## src/rtl/mem_arb_ctrl.sv

```systemverilog
// Miss controller/arbiter between split I/D caches and one unified memory port.
// Optional perf counters (i_miss_cnt, d_miss_cnt, wb_cnt) enabled by defining PERF_CNT_EN.
module mem_arb_ctrl #(
  parameter int WORD_W        = 16,
  parameter int ADDR_W        = 16,
  parameter int WORDS_PER_BLK = 4,
  parameter int INDEX_W       = 6,
  localparam int OFF_W        = $clog2(WORDS_PER_BLK),
  localparam int BLK_W        = WORD_W * WORDS_PER_BLK,
  localparam int TAG_W        = ADDR_W - OFF_W - INDEX_W,
  localparam int BA_W         = ADDR_W - OFF_W
) (
  input  logic              clk,
  input  logic              rst_n,
  input  logic              i_rd,
  input  logic [ADDR_W-1:0] i_addr,
  input  logic              d_rd,
  input  logic              d_wr,
  input  logic [ADDR_W-1:0] d_addr,
  input  logic [WORD_W-1:0] wrt_data,
  input  logic              i_hit,
  input  logic [BLK_W-1:0]  i_blk,
  input  logic              d_hit,
  input  logic              d_dirty,
  input  logic [TAG_W-1:0]  d_vtag,
  input  logic [BLK_W-1:0]  d_blk,
  output logic              i_we,
  output logic [BLK_W-1:0]  i_wblk,
  output logic              d_re,
  output logic              d_we,
  output logic [BA_W-1:0]   d_caddr,
  output logic [BLK_W-1:0]  d_wblk,
  output logic              wdirty,
  output logic              mem_re,
  output logic              mem_we,
  output logic [BA_W-1:0]   mem_addr,
  output logic [BLK_W-1:0]  mem_wdata,
  input  logic [BLK_W-1:0]  mem_rdata,
  input  logic              mem_rdy,
  output logic [WORD_W-1:0] instr,
  output logic [WORD_W-1:0] rd_data,
  output logic              freeze
`ifdef PERF_CNT_EN
  ,
  output logic [15:0]       i_miss_cnt,
  output logic [15:0]       d_miss_cnt,
  output logic [15:0]       wb_cnt
`endif
);

  typedef enum logic [2:0] {
    IDLE, WB_REQ, WB_WAIT, DF_REQ, DF_WAIT, IF_REQ, IF_WAIT, DONE
  } state_t;

  state_t state, state_nxt;

  logic [ADDR_W-1:0] l_iaddr, l_daddr;
  logic [WORD_W-1:0] l_wdata;
  logic              l_drd, l_dwr, l_imiss, l_dmiss;
  logic [TAG_W-1:0]  l_vtag;
  logic [BLK_W-1:0]  l_ifill;

  function automatic logic [WORD_W-1:0] get_word(input logic [BLK_W-1:0] blk,
                                                 input logic [OFF_W-1:0] off);
    return blk[off*WORD_W +: WORD_W];
  endfunction

  function automatic logic [BLK_W-1:0] put_word(input logic [BLK_W-1:0]  blk,
                                                input logic [OFF_W-1:0]  off,
                                                input logic [WORD_W-1:0] w);
    logic [BLK_W-1:0] r;
    r = blk;
    r[off*WORD_W +: WORD_W] = w;
    return r;
  endfunction

  logic i_miss, d_miss, wb, any_miss;
  assign i_miss   = i_rd & ~i_hit;
  assign d_miss   = (d_rd | d_wr) & ~d_hit;
  assign wb       = d_miss & d_dirty;
  assign any_miss = i_miss | d_miss;

  logic [OFF_W-1:0] i_off, d_off, l_ioff, l_doff;
  logic [BA_W-1:0]  l_iba, l_dba, vic_ba;
  assign i_off  = i_addr[OFF_W-1:0];
  assign d_off  = d_addr[OFF_W-1:0];
  assign l_ioff = l_iaddr[OFF_W-1:0];
  assign l_doff = l_daddr[OFF_W-1:0];
  assign l_iba  = l_iaddr[ADDR_W-1:OFF_W];
  assign l_dba  = l_daddr[ADDR_W-1:OFF_W];
  assign vic_ba = {l_vtag, l_daddr[OFF_W +: INDEX_W]};

  always_ff @(posedge clk or negedge rst_n) begin
    if (!rst_n) begin
      state   <= IDLE;
      l_iaddr <= '0;
      l_daddr <= '0;
      l_wdata <= '0;
      l_drd   <= 1'b0;
      l_dwr   <= 1'b0;
      l_imiss <= 1'b0;
      l_dmiss <= 1'b0;
      l_vtag  <= '0;
      l_ifill <= '0;
    end else begin
      state <= state_nxt;
      if (state == IDLE && any_miss) begin
        l_iaddr <= i_addr;
        l_daddr <= d_addr;
        l_wdata <= wrt_data;
        l_drd   <= d_rd;
        l_dwr   <= d_wr;
        l_imiss <= i_miss;
        l_dmiss <= d_miss;
        l_vtag  <= d_vtag;
      end
      if (state == IF_WAIT && mem_rdy) l_ifill <= mem_rdata;
    end
  end

  always_comb begin
    state_nxt = state;
    i_we      = 1'b0;
    i_wblk    = '0;
    d_re      = 1'b0;
    d_we      = 1'b0;
    d_caddr   = d_addr[ADDR_W-1:OFF_W];
    d_wblk    = '0;
    wdirty    = 1'b0;
    mem_re    = 1'b0;
    mem_we    = 1'b0;
    mem_addr  = '0;
    mem_wdata = '0;
    instr     = '0;
    rd_data   = '0;
    freeze    = 1'b0;
    if (rst_n) begin
      case (state)
        IDLE: begin
          if (any_miss) begin
            freeze = 1'b1;
            if (wb)          state_nxt = WB_REQ;
            else if (d_miss) state_nxt = DF_REQ;
            else             state_nxt = IF_REQ;
          end else begin
            instr   = get_word(i_blk, i_off);
            rd_data = get_word(d_blk, d_off);
            if (d_wr) begin
              d_we   = 1'b1;
              wdirty = 1'b1;
              d_wblk = put_word(d_blk, d_off, wrt_data);
            end
          end
        end
        WB_REQ: begin
          freeze    = 1'b1;
          d_re      = 1'b1;
          d_caddr   = vic_ba;
          mem_we    = 1'b1;
          mem_addr  = vic_ba;
          mem_wdata = d_blk;
          state_nxt = WB_WAIT;
        end
        WB_WAIT: begin
          freeze  = 1'b1;
          d_caddr = l_dba;
          if (mem_rdy) state_nxt = DF_REQ;
        end
        DF_REQ: begin
          freeze    = 1'b1;
          d_caddr   = l_dba;
          mem_re    = 1'b1;
          mem_addr  = l_dba;
          state_nxt = DF_WAIT;
        end
        DF_WAIT: begin
          freeze  = 1'b1;
          d_caddr = l_dba;
          if (mem_rdy) begin
            d_we      = 1'b1;
            wdirty    = l_dwr;
            d_wblk    = l_dwr ? put_word(mem_rdata, l_doff, l_wdata) : mem_rdata;
            state_nxt = l_imiss ? IF_REQ : DONE;
          end
        end
        IF_REQ: begin
          freeze    = 1'b1;
          d_caddr   = l_dba;
          mem_re    = 1'b1;
          mem_addr  = l_iba;
          state_nxt = IF_WAIT;
        end
        IF_WAIT: begin
          freeze  = 1'b1;
          d_caddr = l_dba;
          if (mem_rdy) begin
            i_we      = 1'b1;
            i_wblk    = mem_rdata;
            state_nxt = DONE;
          end
        end
        DONE: begin
          d_re    = 1'b1;
          d_caddr = l_dba;
          instr   = l_imiss ? get_word(l_ifill, l_ioff) : get_word(i_blk, l_ioff);
          rd_data = l_drd ? get_word(d_blk, l_doff) : '0;
          // A store that hit while only the I-side missed is committed here
          if (l_dwr && !l_dmiss) begin
            d_we   = 1'b1;
            wdirty = 1'b1;
            d_wblk = put_word(d_blk, l_doff, l_wdata);
          end
          state_nxt = IDLE;
        end
        default: state_nxt = IDLE;
      endcase
    end
  end

`ifdef PERF_CNT_EN
  always_ff @(posedge clk or negedge rst_n) begin
    if (!rst_n) begin
      i_miss_cnt <= '0;
      d_miss_cnt <= '0;
      wb_cnt     <= '0;
    end else if (state == IDLE && any_miss) begin
      if (i_miss && i_miss_cnt != 16'hFFFF) i_miss_cnt <= i_miss_cnt + 16'd1;
      if (d_miss && d_miss_cnt != 16'hFFFF) d_miss_cnt <= d_miss_cnt + 16'd1;
      if (wb && wb_cnt != 16'hFFFF)         wb_cnt     <= wb_cnt + 16'd1;
    end
  end
`endif

endmodule

```

## config.mk

```make
export PLATFORM = sky130hd
export DESIGN_NAME = mem_arb_ctrl
export DESIGN_NICKNAME = d
export VERILOG_FILES = /design/src/rtl/mem_arb_ctrl.sv
export SDC_FILE = /design/constraint.sdc
export NUM_CORES = 1
export LEC_CHECK = 0
export CORE_AREA = 2 2 198 200
export CTS_CLUSTER_DIAMETER = 100
export DETAILED_ROUTE_END_ITERATION = 8
export DIE_AREA = 0 0 200 202
export PLACE_DENSITY = 0.61
export RECOVER_POWER = 25
export SKIP_CTS_REPAIR_TIMING = 1
export SLEW_MARGIN = 15
export SYNTH_ARGS = -nofsm -noshare
export SYNTH_HDL_FRONTEND = slang
export SYNTH_SLANG_ARGS = --single-unit
```

## constraint.sdc

```tcl
create_clock -name clk -period 3.6 [get_ports clk]
set_input_delay 0.36 -clock clk [delete_from_list [all_inputs] [get_ports clk]]
set_output_delay 0.36 -clock clk [all_outputs]
set_load 0.1 [all_outputs]
```

==> run_results.csv <==
group,metric,value,unit
floorplan,die_y,202,um
sta,slew_headroom,-9.21,%
cts,cts-htree-levels,4,
global_route,grtUsageTotal,33.2,%
global_route,grt_antenna_before_repair,1,
drt,detail_route.wirelength,68200,um
floorplan,io_pins,516,
sta,hold_viol,0,
synth,async_reset_ff_share,100,%
floorplan,chipWidth,200,um
sta,rsz_0062_raised_after_global_routing,"no",
sta,timing_worst_slew_pin_value,1640,ps
drt,drt_pass1_iterations,5,
placed_design,post_detailed_placement_half_perimeter_wirelength,52400,um
synth,yosysWarnings,0,
sta,timing.final.ws_setup,156,ps
cts,clkTransAtPathRegs,60,ps
synth,synth_seq_cells,127,
placed_design,place.port_buffers,515,
layout,post_route_cells_drive_above_1_share,33.0,%
drt,vias_per_cell,5.95,
pwr,power_leakage,8.38,nW
outcome,failed_checks,"max-capacitance violations, max-slew violations",
global_route,grt_pass1_wl,98000,um
drt,postRouteAntennaNets,0,
drt,detailroute.via_count,14000,
worst_setup_path,cp_num_buf_inv,1,
cts,clock_insertion_delay_at_the_later_pin_of_the_skew_report,430,ps
global_route,first_global_vias,13700,
sta,fmaxAchievable,290,MHz
worst_setup_path,kind_of_capture_point_of_the_worst_setup_path,"primary output",
worst_setup_path,longest_individual_stage_delay_on_the_worst_path,870,ps
placed_design,pre_cts_ws,465,ps
sta,drv_slew,30,
cts,cts_tree,"done",
synth,synthDistinctLibCells,44,
synth,ys_seq_area_share,25.4,%
sta,skew,13.1,ps
synth,netlist_area,12500,um2
global_route,globalRouteOverflowTotal,0,
global_route,grt_start_max_net_pins,104,
hold_path,min_path_type,"in -> async",
synth,post_synth.cell_area_avg,8.99,um2
layout,areaGrowthSynthToFinish,74.3,%
drt,drc_violations_left,0,
worst_setup_path,timing_worst_setup_path_type,"reg -> out",
sta,timing.hold.ws,64.1,ps
worst_setup_path,type_of_origin_of_the_critical_path,"register",
pwr,p_per_area,613,nW/um2
cts,clockBufferDepth,2,
worst_setup_path,timing.critical_path.required,3240,ps
worst_setup_path,crit_path_top_delay_cell,"sky130_fd_sc_hd__or4_4",
floorplan,starting_utilization_of_the_core_area,32.7,%
floorplan,core_region_area,38300,um2
synth,number_of_enable_flip_flop_cells_after_synthesis,0,
floorplan,floorplan.die_area,40400,um2
drt,initial_drc_count,1409,
flow_run,timing.max_cap.violations,1,
worst_setup_path,cp_cell_sequence,"or3_1 -> or4_4 -> o22a_1 -> o21ai_4 -> buf_12",
synth,syn_inst,1394,
layout,design.final.nets,2092,
outcome,outcome,"complete, but fails checks",
sta,layout_worst_path_cycle_share,95.7,%
worst_setup_path,wp_data_arrival,3080,ps
synth,syn_nets,1661,
sta,setup_viol_count_final,0,
cts,ctsRootBufferMaster,"sky130_fd_sc_hd__clkbuf_16",
placed_design,gp_congestion,0.951,
sta,fin_tns_setup,0,ps
sta,post-route-min-period,3440,ps
cts,tritoncts_num_sinks,127,
drt,routed_wire_length_per_instance,29.0,um
pwr,ir_worst_vdd,0.541,mV
synth,synth_top_flop_cell,"sky130_fd_sc_hd__dfrtp_1",
floorplan,placementRows,72,
worst_setup_path,crit_family,"simple AND/OR/NAND/NOR gates",
cts,cts_buffers,17,
worst_setup_path,crit_path_max_fanout,48,
flip-flops by register name (all words and copies together) (netlist names):
signal   cells
l_daddr     16
l_dmiss      1
l_drd        1
l_dwr        1
l_iaddr     16
l_ifill     64
l_imiss      1
l_vtag       8
l_wdata     16
state        3
cell usage after synthesis, types with 2 or more instances:
master | n | share of area [%]
sky130_fd_sc_hd__buf_1 | 25 | 0.75
sky130_fd_sc_hd__and4b_1 | 2 | 0.16
sky130_fd_sc_hd__buf_6 | 4 | 0.36
sky130_fd_sc_hd__nor2b_1 | 157 | 7.8
sky130_fd_sc_hd__o21ba_2 | 2 | 0.16
sky130_fd_sc_hd__o21ai_0 | 58 | 2.3
sky130_fd_sc_hd__nor2_1 | 56 | 1.7
sky130_fd_sc_hd__o21ai_1 | 17 | 0.68
sky130_fd_sc_hd__or3_1 | 2 | 0.10
sky130_fd_sc_hd__nand2_1 | 31 | 0.93
sky130_fd_sc_hd__a221oi_1 | 15 | 1.0
sky130_fd_sc_hd__a31oi_1 | 64 | 3.2
sky130_fd_sc_hd__a22o_1 | 19 | 1.3
sky130_fd_sc_hd__mux2i_1 | 76 | 6.1
sky130_fd_sc_hd__ha_1 | 10 | 1.0
sky130_fd_sc_hd__nor4bb_1 | 4 | 0.32
sky130_fd_sc_hd__nor3_1 | 7 | 0.28
sky130_fd_sc_hd__mux4_2 | 48 | 8.6
sky130_fd_sc_hd__clkbuf_1 | 112 | 3.4
sky130_fd_sc_hd__buf_2 | 19 | 0.76
sky130_fd_sc_hd__a22oi_1 | 78 | 4.7
sky130_fd_sc_hd__dfrtp_1 | 127 | 25
sky130_fd_sc_hd__and3_1 | 17 | 0.85
sky130_fd_sc_hd__o22a_1 | 47 | 3.3
sky130_fd_sc_hd__nand4b_1 | 2 | 0.14
sky130_fd_sc_hd__nand3_1 | 2 | 0.080
sky130_fd_sc_hd__mux2_2 | 127 | 11
sky130_fd_sc_hd__a2bb2oi_1 | 16 | 1.1
sky130_fd_sc_hd__and2_1 | 131 | 6.5
sky130_fd_sc_hd__a32o_1 | 15 | 1.2
sky130_fd_sc_hd__inv_1 | 5 | 0.15
sky130_fd_sc_hd__a21oi_1 | 87 | 3.5
area by class of cell:
class	count	area, um2
repair buffers	572	8000
clock inverters	13	211
flip-flops and latches	127	3180
fillers	3241	16400
well taps	518	648
multi-input cells	1102	9340
diodes	1	2.50
inverters	5	18.8
clock buffers	18	439
logic make-up (layout without fill, tap and decap cells):
| logic type | count (synthesis) | count (layout) | synth area share [%] |
|---|---|---|---|
| adders and majority gates | 10 | 10 | 0.998 |
| DFF | 127 | 127 | 25.4 |
| other | 0 | 1 | 0 |
| buffers and inverters | 165 | 608 | 5.37 |
| muxes | 251 | 251 | 26.1 |
| AOI/OAI and AO/OA | 424 | 424 | 22.9 |
| and+or+nand+nor | 417 | 417 | 19.3 |
worst paths after layout:
check / from / cells past startpoint / slack, ps / to
max in group asynchronous: rst_n / 2 / 2110 / l_iaddr[13]
hold reg to reg: l_ifill[62] / 1 / 500 / l_ifill[62]
setup reg to reg: state[2] / 5 / 1310 / state[1]
hold / removal: rst_n / 2 / 60 / l_vtag[2]
setup / recovery: state[1] / 5 / 160 / d_wblk[31]
min in group clk: l_ifill[62] / 1 / 500 / l_ifill[62]
layer usage:
layer | share of wire (%) | vias to the layer above | GRT usage (%)
met4 | 3.4 | 2 | 10.7
li1 | - | 6076 | -
met3 | 9.2 | 122 | 7.58
met2 | 49 | 803 | 56.7
met1 | 38 | 7022 | 41.2
met5 | 0.026 | - | 0
power by group:
| part | internal, mW | switching [mW] |
|---|---|---|
| sequential | 2.15 | 0.812 |
| clock | 1.25 | 0.734 |
| combinational | 3.34 | 5.10 |
| total | 6.74 | 6.65 |
metrics by stage:
step | instance area, um2 | instances | power [mW] | util [%]
finish | 21800 | 2356 | 13.4 | 57.1
floorplan | 13100 | 1394 | 8.27 | -
CTS | 21800 | 2352 | 13.3 | 57.0
global placement | 21200 | 2321 | 11.2 | 55.3
global route | 21800 | 2355 | 13.9 | 57.0
detailed placement | 21200 | 2321 | 11.3 | 55.3
worst reg2reg max path: cells and delay by family, from the launching register on:
kind	cells	cell delay, ps
mux	1	280
buf+inv	1	210
compound gates	2	820
flops	1	390
simple gates	1	470
placed cells by master, fill, tap and decap left out, drive strengths merged, types with 4 or more instances in the layout:
master | Yosys | layout
a21oi | 87 | 87
a221oi | 15 | 15
a22o | 19 | 19
a22oi | 78 | 78
a2bb2oi | 16 | 16
a31oi | 64 | 64
a32o | 15 | 15
and2 | 132 | 132
and3 | 17 | 17
buf | 48 | 314
bufinv | 0 | 5
clkbuf | 112 | 20
clkdlybuf4s50 | 0 | 255
clkinv | 0 | 5
dfrtp | 127 | 127
ha | 10 | 10
inv | 5 | 7
mux2 | 127 | 127
mux2i | 76 | 76
mux4 | 48 | 48
nand2 | 31 | 31
nor2 | 56 | 56
nor2b | 157 | 157
nor3 | 7 | 7
nor4bb | 4 | 4
o21ai | 75 | 75
o22a | 47 | 47
No activity file was read; power rests on OpenSTA's default activity.
